<file path="config.mk">
export PLATFORM = sky130hd
export DESIGN_NAME = key_scan_ctrl_flat
export DESIGN_NICKNAME = d
export VERILOG_FILES = /design/src/rtl/piano_pkg.sv /design/src/rtl/key_scan_ctrl_if.sv /design/src/rtl/key_debounce_cell.sv /design/src/rtl/key_scan_ctrl.sv /design/src/flat_wrapper.sv
export SDC_FILE = /design/constraint.sdc
export NUM_CORES = 1
export LEC_CHECK = 0
export CAP_MARGIN = 20
export CORE_MARGIN = 5
export CORE_UTILIZATION = 57
export DETAILED_ROUTE_END_ITERATION = 16
export DONT_BUFFER_PORTS = 1
export PLACE_DENSITY = 0.72
export SYNTH_ARGS = -nofsm -noshare
export SYNTH_HDL_FRONTEND = slang
export SYNTH_SLANG_ARGS = --single-unit
export TNS_END_PERCENT = 1
</file>
<file path="constraint.sdc">
create_clock -name clk -period 2.7 [get_ports clk]
set_input_delay 0.135 -clock clk [delete_from_list [all_inputs] [get_ports clk]]
set_output_delay 0.135 -clock clk [all_outputs]
set_load 0.01 [all_outputs]
</file>
<file path="src/rtl/piano_pkg.sv">
// Shared constants and the scan sequencer state type for the key scanner.
package piano_pkg;

  localparam int NUM_KEYS  = 32;
  localparam int KEY_IDX_W = 5;

  typedef enum logic [2:0] {
    IDLE   = 3'd0,
    SELECT = 3'd1,
    SAMPLE = 3'd2,
    EMIT   = 3'd3,
    ADV    = 3'd4
  } scan_state_t;

endpackage

</file>
<file path="src/rtl/key_scan_ctrl_if.sv">
// Key event channel from the scanner to the note logic.
//
// Handshake: the master raises evt_valid with evt_key/evt_press and holds
// all three stable until a cycle in which evt_valid && evt_ready; that clock
// edge transfers the event. evt_ready while evt_valid is low has no effect.
interface key_scan_ctrl_if;
  import piano_pkg::*;

  logic                 evt_valid;
  logic [KEY_IDX_W-1:0] evt_key;
  logic                 evt_press;
  logic                 evt_ready;

  modport master (output evt_valid, output evt_key, output evt_press, input evt_ready);
  modport slave  (input evt_valid, input evt_key, input evt_press, output evt_ready);

endinterface

</file>
<file path="src/rtl/key_debounce_cell.sv">
// Per-key debouncer: holds the debounced state and a run-length count of
// consecutive samples that disagree with it.
module key_debounce_cell #(
  parameter int DEBOUNCE_SCANS = 3
) (
  input  logic clk,
  input  logic reset_n,
  input  logic update,
  input  logic ks,
  output logic state,
  output logic toggle
);

  localparam logic [2:0] CNT_LAST = 3'(DEBOUNCE_SCANS - 1);

  logic [2:0] cnt;

  // The sample about to be taken completes a disagreeing run, so state flips on this edge.
  assign toggle = update && (ks != state) && (cnt == CNT_LAST);

  // Track disagreeing samples; flip state once the run is long enough.
  always_ff @(posedge clk or negedge reset_n) begin
    if (!reset_n) begin
      cnt   <= 3'd0;
      state <= 1'b0;
    end else if (update) begin
      if (ks == state) begin
        cnt <= 3'd0;
      end else if (cnt == CNT_LAST) begin
        state <= ~state;
        cnt   <= 3'd0;
      end else begin
        cnt <= cnt + 3'd1;
      end
    end
  end

endmodule

</file>
<file path="src/rtl/key_scan_ctrl.sv">
// Key matrix scanner: walks the 5-to-32 select decoder over every key, lets
// the sense line settle, samples it through a synchronizer, debounces each
// key and reports every debounced press/release as one event.
module key_scan_ctrl
  import piano_pkg::*;
#(
  parameter int SETTLE_CYCLES  = 4,
  parameter int DEBOUNCE_SCANS = 3
) (
  input  logic                 clk,
  input  logic                 reset_n,
  input  logic                 scan_en,
  input  logic                 key_in,
  output logic [KEY_IDX_W-1:0] row_sel,
  output logic                 row_en,
  output logic [NUM_KEYS-1:0]  key_state,
  output logic                 frame_done,
  key_scan_ctrl_if.master      evt,
  output scan_state_t          state_dbg
);

  localparam logic [3:0]           SETTLE_LAST = 4'(SETTLE_CYCLES - 1);
  localparam logic [KEY_IDX_W-1:0] IDX_LAST    = KEY_IDX_W'(NUM_KEYS - 1);

  scan_state_t          state;
  logic [KEY_IDX_W-1:0] idx;
  logic [3:0]           settle_cnt;
  logic                 sync1;
  logic                 ks;
  logic [NUM_KEYS-1:0]  toggle;
  logic                 evt_valid_q;
  logic [KEY_IDX_W-1:0] evt_key_q;
  logic                 evt_press_q;

  assign row_sel       = idx;
  assign row_en        = (state == SELECT) || (state == SAMPLE);
  assign state_dbg     = state;
  assign evt.evt_valid = evt_valid_q;
  assign evt.evt_key   = evt_key_q;
  assign evt.evt_press = evt_press_q;

  // Two-flop synchronizer for the asynchronous sense line.
  always_ff @(posedge clk or negedge reset_n) begin
    if (!reset_n) begin
      sync1 <= 1'b0;
      ks    <= 1'b0;
    end else begin
      sync1 <= key_in;
      ks    <= sync1;
    end
  end

  // One debouncer per key; only the currently selected key updates, in SAMPLE.
  for (genvar k = 0; k < NUM_KEYS; k++) begin : g_cell
    key_debounce_cell #(
      .DEBOUNCE_SCANS(DEBOUNCE_SCANS)
    ) u_cell (
      .clk    (clk),
      .reset_n(reset_n),
      .update ((state == SAMPLE) && (idx == KEY_IDX_W'(k))),
      .ks     (ks),
      .state  (key_state[k]),
      .toggle (toggle[k])
    );
  end

  // Scan sequencer: select, settle, sample, optionally emit, advance.
  always_ff @(posedge clk or negedge reset_n) begin
    if (!reset_n) begin
      state       <= IDLE;
      idx         <= '0;
      settle_cnt  <= 4'd0;
      evt_valid_q <= 1'b0;
      evt_key_q   <= '0;
      evt_press_q <= 1'b0;
      frame_done  <= 1'b0;
    end else begin
      frame_done <= 1'b0;
      case (state)
        IDLE: begin
          if (scan_en) begin
            state      <= SELECT;
            settle_cnt <= 4'd0;
          end
        end
        SELECT: begin
          if (settle_cnt == SETTLE_LAST) begin
            state <= SAMPLE;
          end else begin
            settle_cnt <= settle_cnt + 4'd1;
          end
        end
        SAMPLE: begin
          if (|toggle) begin
            evt_valid_q <= 1'b1;
            evt_key_q   <= idx;
            evt_press_q <= ks;
            state       <= EMIT;
          end else begin
            state      <= ADV;
            frame_done <= (idx == IDX_LAST);
          end
        end
        EMIT: begin
          // The scan stalls here until the consumer takes the event.
          if (evt.evt_ready) begin
            evt_valid_q <= 1'b0;
            state       <= ADV;
            frame_done  <= (idx == IDX_LAST);
          end
        end
        ADV: begin
          idx <= idx + KEY_IDX_W'(1);
          if (scan_en) begin
            state      <= SELECT;
            settle_cnt <= 4'd0;
          end else begin
            state <= IDLE;
          end
        end
        default: state <= IDLE;
      endcase
    end
  end

endmodule
</file>
<file path="src/flat_wrapper.sv">
// flat-port wrapper written by rule: the top's interface ports become plain ports
module key_scan_ctrl_flat import piano_pkg::*;
#(
  parameter int SETTLE_CYCLES  = 4,
  parameter int DEBOUNCE_SCANS = 3
)
  (clk, reset_n, scan_en, key_in, row_sel, row_en, key_state, frame_done, state_dbg, evt_evt_valid, evt_evt_key, evt_evt_press, evt_evt_ready);
  key_scan_ctrl_if evt_i ();
  input  logic clk;
  input  logic reset_n;
  input  logic scan_en;
  input  logic key_in;
  output logic [KEY_IDX_W-1:0] row_sel;
  output logic row_en;
  output logic [NUM_KEYS-1:0] key_state;
  output logic frame_done;
  output scan_state_t state_dbg;
  output wire logic [$bits(evt_i.evt_valid)-1:0] evt_evt_valid;
  output wire logic [$bits(evt_i.evt_key)-1:0] evt_evt_key;
  output wire logic [$bits(evt_i.evt_press)-1:0] evt_evt_press;
  input wire logic [$bits(evt_i.evt_ready)-1:0] evt_evt_ready;
  assign evt_evt_valid = evt_i.evt_valid;
  assign evt_evt_key = evt_i.evt_key;
  assign evt_evt_press = evt_i.evt_press;
  assign evt_i.evt_ready = evt_evt_ready;
  key_scan_ctrl #(.SETTLE_CYCLES(SETTLE_CYCLES), .DEBOUNCE_SCANS(DEBOUNCE_SCANS)) u_core (.clk(clk), .reset_n(reset_n), .scan_en(scan_en), .key_in(key_in), .row_sel(row_sel), .row_en(row_en), .key_state(key_state), .frame_done(frame_done), .evt(evt_i), .state_dbg(state_dbg));
endmodule
</file>
* Word level (Yosys, flattened, before mapping)
Index checks and enable logic that the tools add are counted.
** Word-level totals
- Register bits :: 150
- Bits of input ports :: 5
- Output and inout bits :: 49
- Logic and storage cells :: 527
** Cells by class
- Add/subtract/negate cells :: 34
- Eq/ne operators :: 138
- Muxes and demuxes :: 79
- Bitwise operators :: 64
- Reductions and logical operators :: 139
** Operator list (count)
- 3-bit 2-to-1 mux :: 68
- 3-bit AND reduction :: 35
- 3-bit by 2-bit equality test with 1-bit output, second input constant :: 34
- 3-bit by 1-bit adder with 3-bit output, second input constant :: 32
- 1-bit logical AND :: 96
- 5-bit equality test, second input constant :: 16
- 1-bit inverter :: 64
- 5-bit by 4-bit equality test with 1-bit output, second input constant :: 8
- 1-bit equality test :: 32
- 1-bit inequality test :: 32
- 32-bit OR reduction :: 1
- 5-bit by 3-bit equality test with 1-bit output, second input constant :: 4
- 3-bit case mux with 5 select lines :: 1
- 5-bit by 2-bit equality test with 1-bit output, second input constant :: 2
- 2-bit inequality test, second input constant :: 5
- 4-bit 2-to-1 mux :: 2
- 4-bit case mux with 2 select lines :: 1
- 5-bit by 1-bit adder with 5-bit output, second input constant :: 1
- 5-bit by 1-bit equality test with 1-bit output, second input constant :: 1
- 5-bit logical NOT :: 1
- 1-bit 2-to-1 mux :: 5
- 4-bit by 1-bit adder with 4-bit output, second input constant :: 1
- 4-bit by 2-bit equality test with 1-bit output, second input constant :: 1
- 1-bit case mux with 2 select lines :: 2
- other kinds (8) :: 9

* Depth between registers and ports, before layout
- Depth in word-level cells :: 7
- Gate-level depth with buffers :: 13
- Depth with buffers taken out :: 10

* Hierarchy
Synthesis repeated with hierarchy kept, for this count alone.
** Second synthesis, totals
- Cells, all modules :: 820
- Area, all modules :: 8264.2 um^2
** By module, submodules not included
- key_debounce_cell :: instances 32, cells each 21, area each 215.2 um^2, sequential area each 100.1 um^2
- key_scan_ctrl :: instances 1, cells each 148, area each 1377.6 um^2, sequential area each 550.5 um^2

* Worst setup path after synthesis
OpenSTA, ideal clock, no wires.
- Path kind :: register to register
- Start point :: register u_core.idx[2], in the netlist u_core.row_sel[2]
- End point :: register u_core.evt_key_q[0], in the netlist u_core.evt.evt_key[0]
- Setup time :: 0.125 ns
- Arrival :: 2.891 ns
- Required time :: 2.575 ns
- Setup slack :: -0.316 ns
- Cell stages (with the launch flop) :: 13
- Buffers on the path :: 3
- Period minus slack after synthesis :: 3.016 ns
- Cells stage by stage :: dfrtp_1 -> buf_2 -> buf_1 -> and3_1 -> ha_1 -> nand4bb_1 -> or2_2 -> or3b_2 -> nand4_1 -> nor4_1 -> o211ai_2 -> buf_6 -> mux2_4
** Between the ends
- Word-level cells in the longest chain between the ends :: 6
- Elaborated cells on any way between the ends :: 130
- Classes of those cells :: 31 x eq/ne; 99 x reduce/logical
** Ends and longest elaborated chain
- start, declared :: RTL line key_scan_ctrl.sv:26 : logic [KEY_IDX_W-1:0] idx;
- start signal, assigned :: RTL line key_scan_ctrl.sv:113 : idx <= idx + KEY_IDX_W'(1);
- 5-bit equality test, or another cell as far along :: RTL line key_scan_ctrl.sv:60 : .update ((state == SAMPLE) && (idx == KEY_IDX_W'(k))),
- 1-bit logical AND :: RTL line key_scan_ctrl.sv:60
- 1-bit logical AND (2 in series) :: RTL line key_debounce_cell.sv:19 : assign toggle = update && (ks != state) && (cnt == CNT_LAST);
- 32-bit OR reduction (*) :: RTL line key_scan_ctrl.sv:94 : if (|toggle) begin
- 2-bit AND reduction (no source line) (*)
- end signal, assigned :: RTL line key_scan_ctrl.sv:96 : evt_key_q <= idx;
- end, declared :: RTL line key_scan_ctrl.sv:32 : logic [KEY_IDX_W-1:0] evt_key_q;
Mark *: on every way between the ends. The rest lies on a longest branch, timed or not.
A chain may end at the register's enable or synchronous reset.

* Worst setup path after layout
- Start point :: register u_core.idx[0], in the netlist u_core.row_sel[0]
- End point :: register u_core.evt_press_q, in the netlist u_core.evt.evt_press
** Between the ends
- Word-level cells in the longest chain between the ends :: 6
- Elaborated cells on any way between the ends :: 130
- Classes of those cells :: 31 x eq/ne; 99 x reduce/logical
** Ends and longest elaborated chain
- 5-bit equality test, or another cell as far along :: RTL line key_scan_ctrl.sv:60
- 1-bit logical AND :: RTL line key_scan_ctrl.sv:60
- 1-bit logical AND (2 in series) :: RTL line key_debounce_cell.sv:19
- 32-bit OR reduction (*) :: RTL line key_scan_ctrl.sv:94
- 2-bit AND reduction (no source line) (*)
- end signal, assigned :: RTL line key_scan_ctrl.sv:97 : evt_press_q <= ks;
- end, declared :: RTL line key_scan_ctrl.sv:33 : logic evt_press_q;
Marked as above.

==> flow_metrics.py <==
metrics = {
    "yosys": {
        "postSynthCellCount": 837,
        "ys_seq_elements": 150,
        "async_reset_ff_frac": 1.00,
        "synth_area_sq_mm": 0.00808,
        "ys.flop_type": "dfrtp_1",
        "synth_cell_types": 62,
        "ys_seq_area_frac": 0.464,
        "synth_edf_count": 0,
        "avgSynthCellArea_sq_um": 9.66,
        "syn-num-nets": 849,
        "yosys_warnings": 0,
    },
    "pwr": {
        "powerDensity_mw_per_mm2": 751,
        "p_leak_nw": 3.98,
        "ir_drop_mv": 0.623,
    },
    "worst_hold_path": {
        "hold_path.class": "input port to asynchronous set/reset pin",
    },
    "global_routing": {
        "grt.total_usage": 0.252,
        "grt_pass1_vias": 6711,
        "grt_pass1_wl_microns": 33200,
        "grt_max_degree": 151,
        "grt_antenna_before_repair": 0,
        "grt_overflow": 0,
    },
    "floorplan": {
        "num_rows": 43,
        "coreArea_sq_mm": 0.0139,
        "die_area_sq_mm": 0.0167,
        "io_pins": 54,
        "initial_core_util": 0.582,
        "die_h_microns": 129,
        "die_x_microns": 129,
    },
    "sta": {
        "rsz0062_at_grt": "yes",
        "layout_min_cycle_time_ns": 2.77,
        "hold_ws_ns": -0.595,
        "slew_viol_final": 0,
        "slew-limit-headroom": 0.666,
        "worst_slew_pin_slew_ns": 0.498,
        "setup_viol": 7,
        "finClkSkew_ns": 0.00652,
        "clock.fmax_mhz": 361,
        "finalCritPeriodShare": 1.03,
        "tns_ns": -0.364,
        "hold_viol_final": 150,
        "fin_ws_ns": -0.0682,
    },
    "detailed_routing": {
        "wl_microns": 20100,
        "drt-wirelength-per-cell_microns": 18.7,
        "vias": 6511,
        "viasPerCell": 6.08,
        "drcViolationCount": 0,
        "ant_nets": 0,
        "drt-initial-drc-count": 486,
        "drt_pass1_iterations": 5,
    },
    "outcome": {
        "violations": "negative hold slack, negative setup slack",
        "status": "complete, but fails checks",
    },
    "critical_path": {
        "path_cells": "inv_4 > ha_4 > or3b_4 > or2_4 > or4_4 > nand4_1 > nor4_4 > o211ai_2 > buf_12 > mux2_4",
        "path_buf_inv": 2,
        "critPathArrivalTime_ns": 3.07,
        "crit_family": "simple AND/OR/NAND/NOR gates",
        "reg2reg_slack_ns": -0.07,
        "crit_type": "flip-flop to flip-flop",
        "cp_max_fo": 6,
        "cp.required_ns": 3.00,
        "startpoint_type": "flip-flop",
        "critPathSlowestCell": "or4_4",
        "critical_path.max_stage_delay_ns": 0.49,
        "cp-end-kind": "flip-flop",
    },
    "clock_network": {
        "cts_buffers": 17,
        "clk_latency_ns": 0.42,
        "ctsHoldBuffers": 3,
        "cts_buffer_depth": 2,
        "htreeDepth": 4,
        "cts_tree": "yes",
        "cts_sinks": 150,
        "path_clk_slew_ns": 0.06,
        "cts-root-buf": "clkbuf_16",
    },
    "layout": {
        "syn2layout_area_growth_pct": 17.2,
        "drive_gt1_frac": 0.196,
        "fin_area_sq_mm": 0.00948,
        "finalNetCount": 890,
        "num_antenna_cells": 0,
        "fin_cells": 1071,
    },
    "placement": {
        "portBuffers": 0,
        "gp_congestion": 0.859,
        "hpwl_microns": 13800,
        "dpl-instance-area_sq_mm": 0.00848,
        "dpl_worst_slack_ns": -0.101,
        "dp.cells": 1029,
    },
    "run": {
        "max-cap-violations": 0,
    },
}
-- worst paths after layout --
| kind | cells after the start | start | end |
|---|---|---|---|
| max in group asynchronous | 0 | reset_n | u_core.ks$_DFF_PN0_ |
| min in group clk | 4 | evt_evt_ready | u_core.state_dbg[1]$_DFFE_PN0P_ |
| setup / recovery | 10 | u_core.row_sel[0]$_DFFE_PN0N_ | u_core.evt.evt_press$_DFFE_PN0P_ |
| hold reg to reg | 0 | u_core.sync1$_DFF_PN0_ | u_core.ks$_DFF_PN0_ |
| hold / removal | 0 | reset_n | u_core.g_cell[5].u_cell.state$_DFFE_PN0P_ |
| setup reg to reg | 10 | u_core.row_sel[0]$_DFFE_PN0N_ | u_core.evt.evt_press$_DFFE_PN0P_ |
-- timing repair --
action	CTS	global route
endpoints found under the setup margin	8	11
setup buffers	3	3
endpoints found under the hold margin	157	150
pin swaps	9	8
gates cloned	1	0
resized for setup	29	14
-- layer usage --
metal | global-route usage | up-vias | part of all wire
li1 | - | 3063 | -
met1 | 0.310 | 3232 | 0.42
met2 | 0.428 | 172 | 0.51
met3 | 0.0622 | 44 | 0.043
met4 | 0.0994 | 0 | 0.027
met5 | 0 | - | 0
-- power by group --
group	switching (W)	total [W]	internal, W
Combinational	0.000848	0.00157	0.000718
Clock	0.000962	0.00261	0.00165
Sequential	0.000441	0.00293	0.00249
Total	0.00225	0.00711	0.00486
-- final cells by class --
cell class / count / area [sq um]
Timing Repair Buffer: 76 / 641
Tap cell: 180 / 225
Multi-Input combinational cell: 613 / 4120
Clock inverter: 14 / 221
Sequential cell: 150 / 3760
Clock buffer: 18 / 429
Inverter: 20 / 77.6
Fill cell: 1043 / 4410
-- cell usage in the layout (no fill, tap or decap), drive strengths merged, types with 12 or more instances in the layout --
cell type and instances:
nor3b 21, a21oi 43, nand4 13, mux2 17
nand2 80, buf 72, dfrtp 150, o21ai 92
nand3 15, nor3 37, xnor2 56, a22o 17
nand2b 30, a31oi 17, clkbuf 18, inv 24
nor4 16, xor2 12, nor2 45
-- sequential cells by signal, indices dropped and copies added (netlist names) --
signal / count
u_core.evt.evt_press: 1
u_core.state_dbg: 3
u_core.g_cell.u_cell.cnt: 96
u_core.evt.evt_key: 5
u_core.evt.evt_valid: 1
u_core.g_cell.u_cell.state: 32
u_core.ks: 1
u_core.settle_cnt: 4
u_core.frame_done: 1
u_core.sync1: 1
u_core.row_sel: 5
-- through the flow --
| step | power (W) | util |
|---|---|---|
| after floorplan | 0.00383 | - |
| after global placement | 0.00428 | 0.611 |
| after detailed placement | 0.00437 | 0.611 |
| after CTS | 0.00708 | 0.677 |
| after global routing | 0.00744 | 0.683 |
| final | 0.00711 | 0.683 |
-- logic make-up (layout without fill, tap and decap cells) --
group	Yosys count	in the layout	share of synthesized area
adder cells (fa/ha/maj)	7	7	0.0108
AO/OA/AOI/OAI	198	198	0.144
XOR/XNOR	68	68	0.0737
flip-flops	150	150	0.464
AND/OR/NAND/NOR	315	315	0.217
multiplexers	25	25	0.0364
buffers and inverters	74	128	0.0539
-- cell usage after synthesis (all sizes together) (16+ instances only) --
cell type    n  area share
nand2       80       0.037
nand2b      30       0.023
buf         46       0.041
inv         20      0.0093
nor3        37       0.023
o21ai       92       0.057
a21oi       43       0.027
nor4        16       0.012
nor2        45       0.021
mux2        17       0.026
a31oi       17       0.013
dfrtp      150        0.46
nor3b       21       0.022
a22o        17       0.018
xnor2       56       0.061
Power figures use the tool's default switching activity.
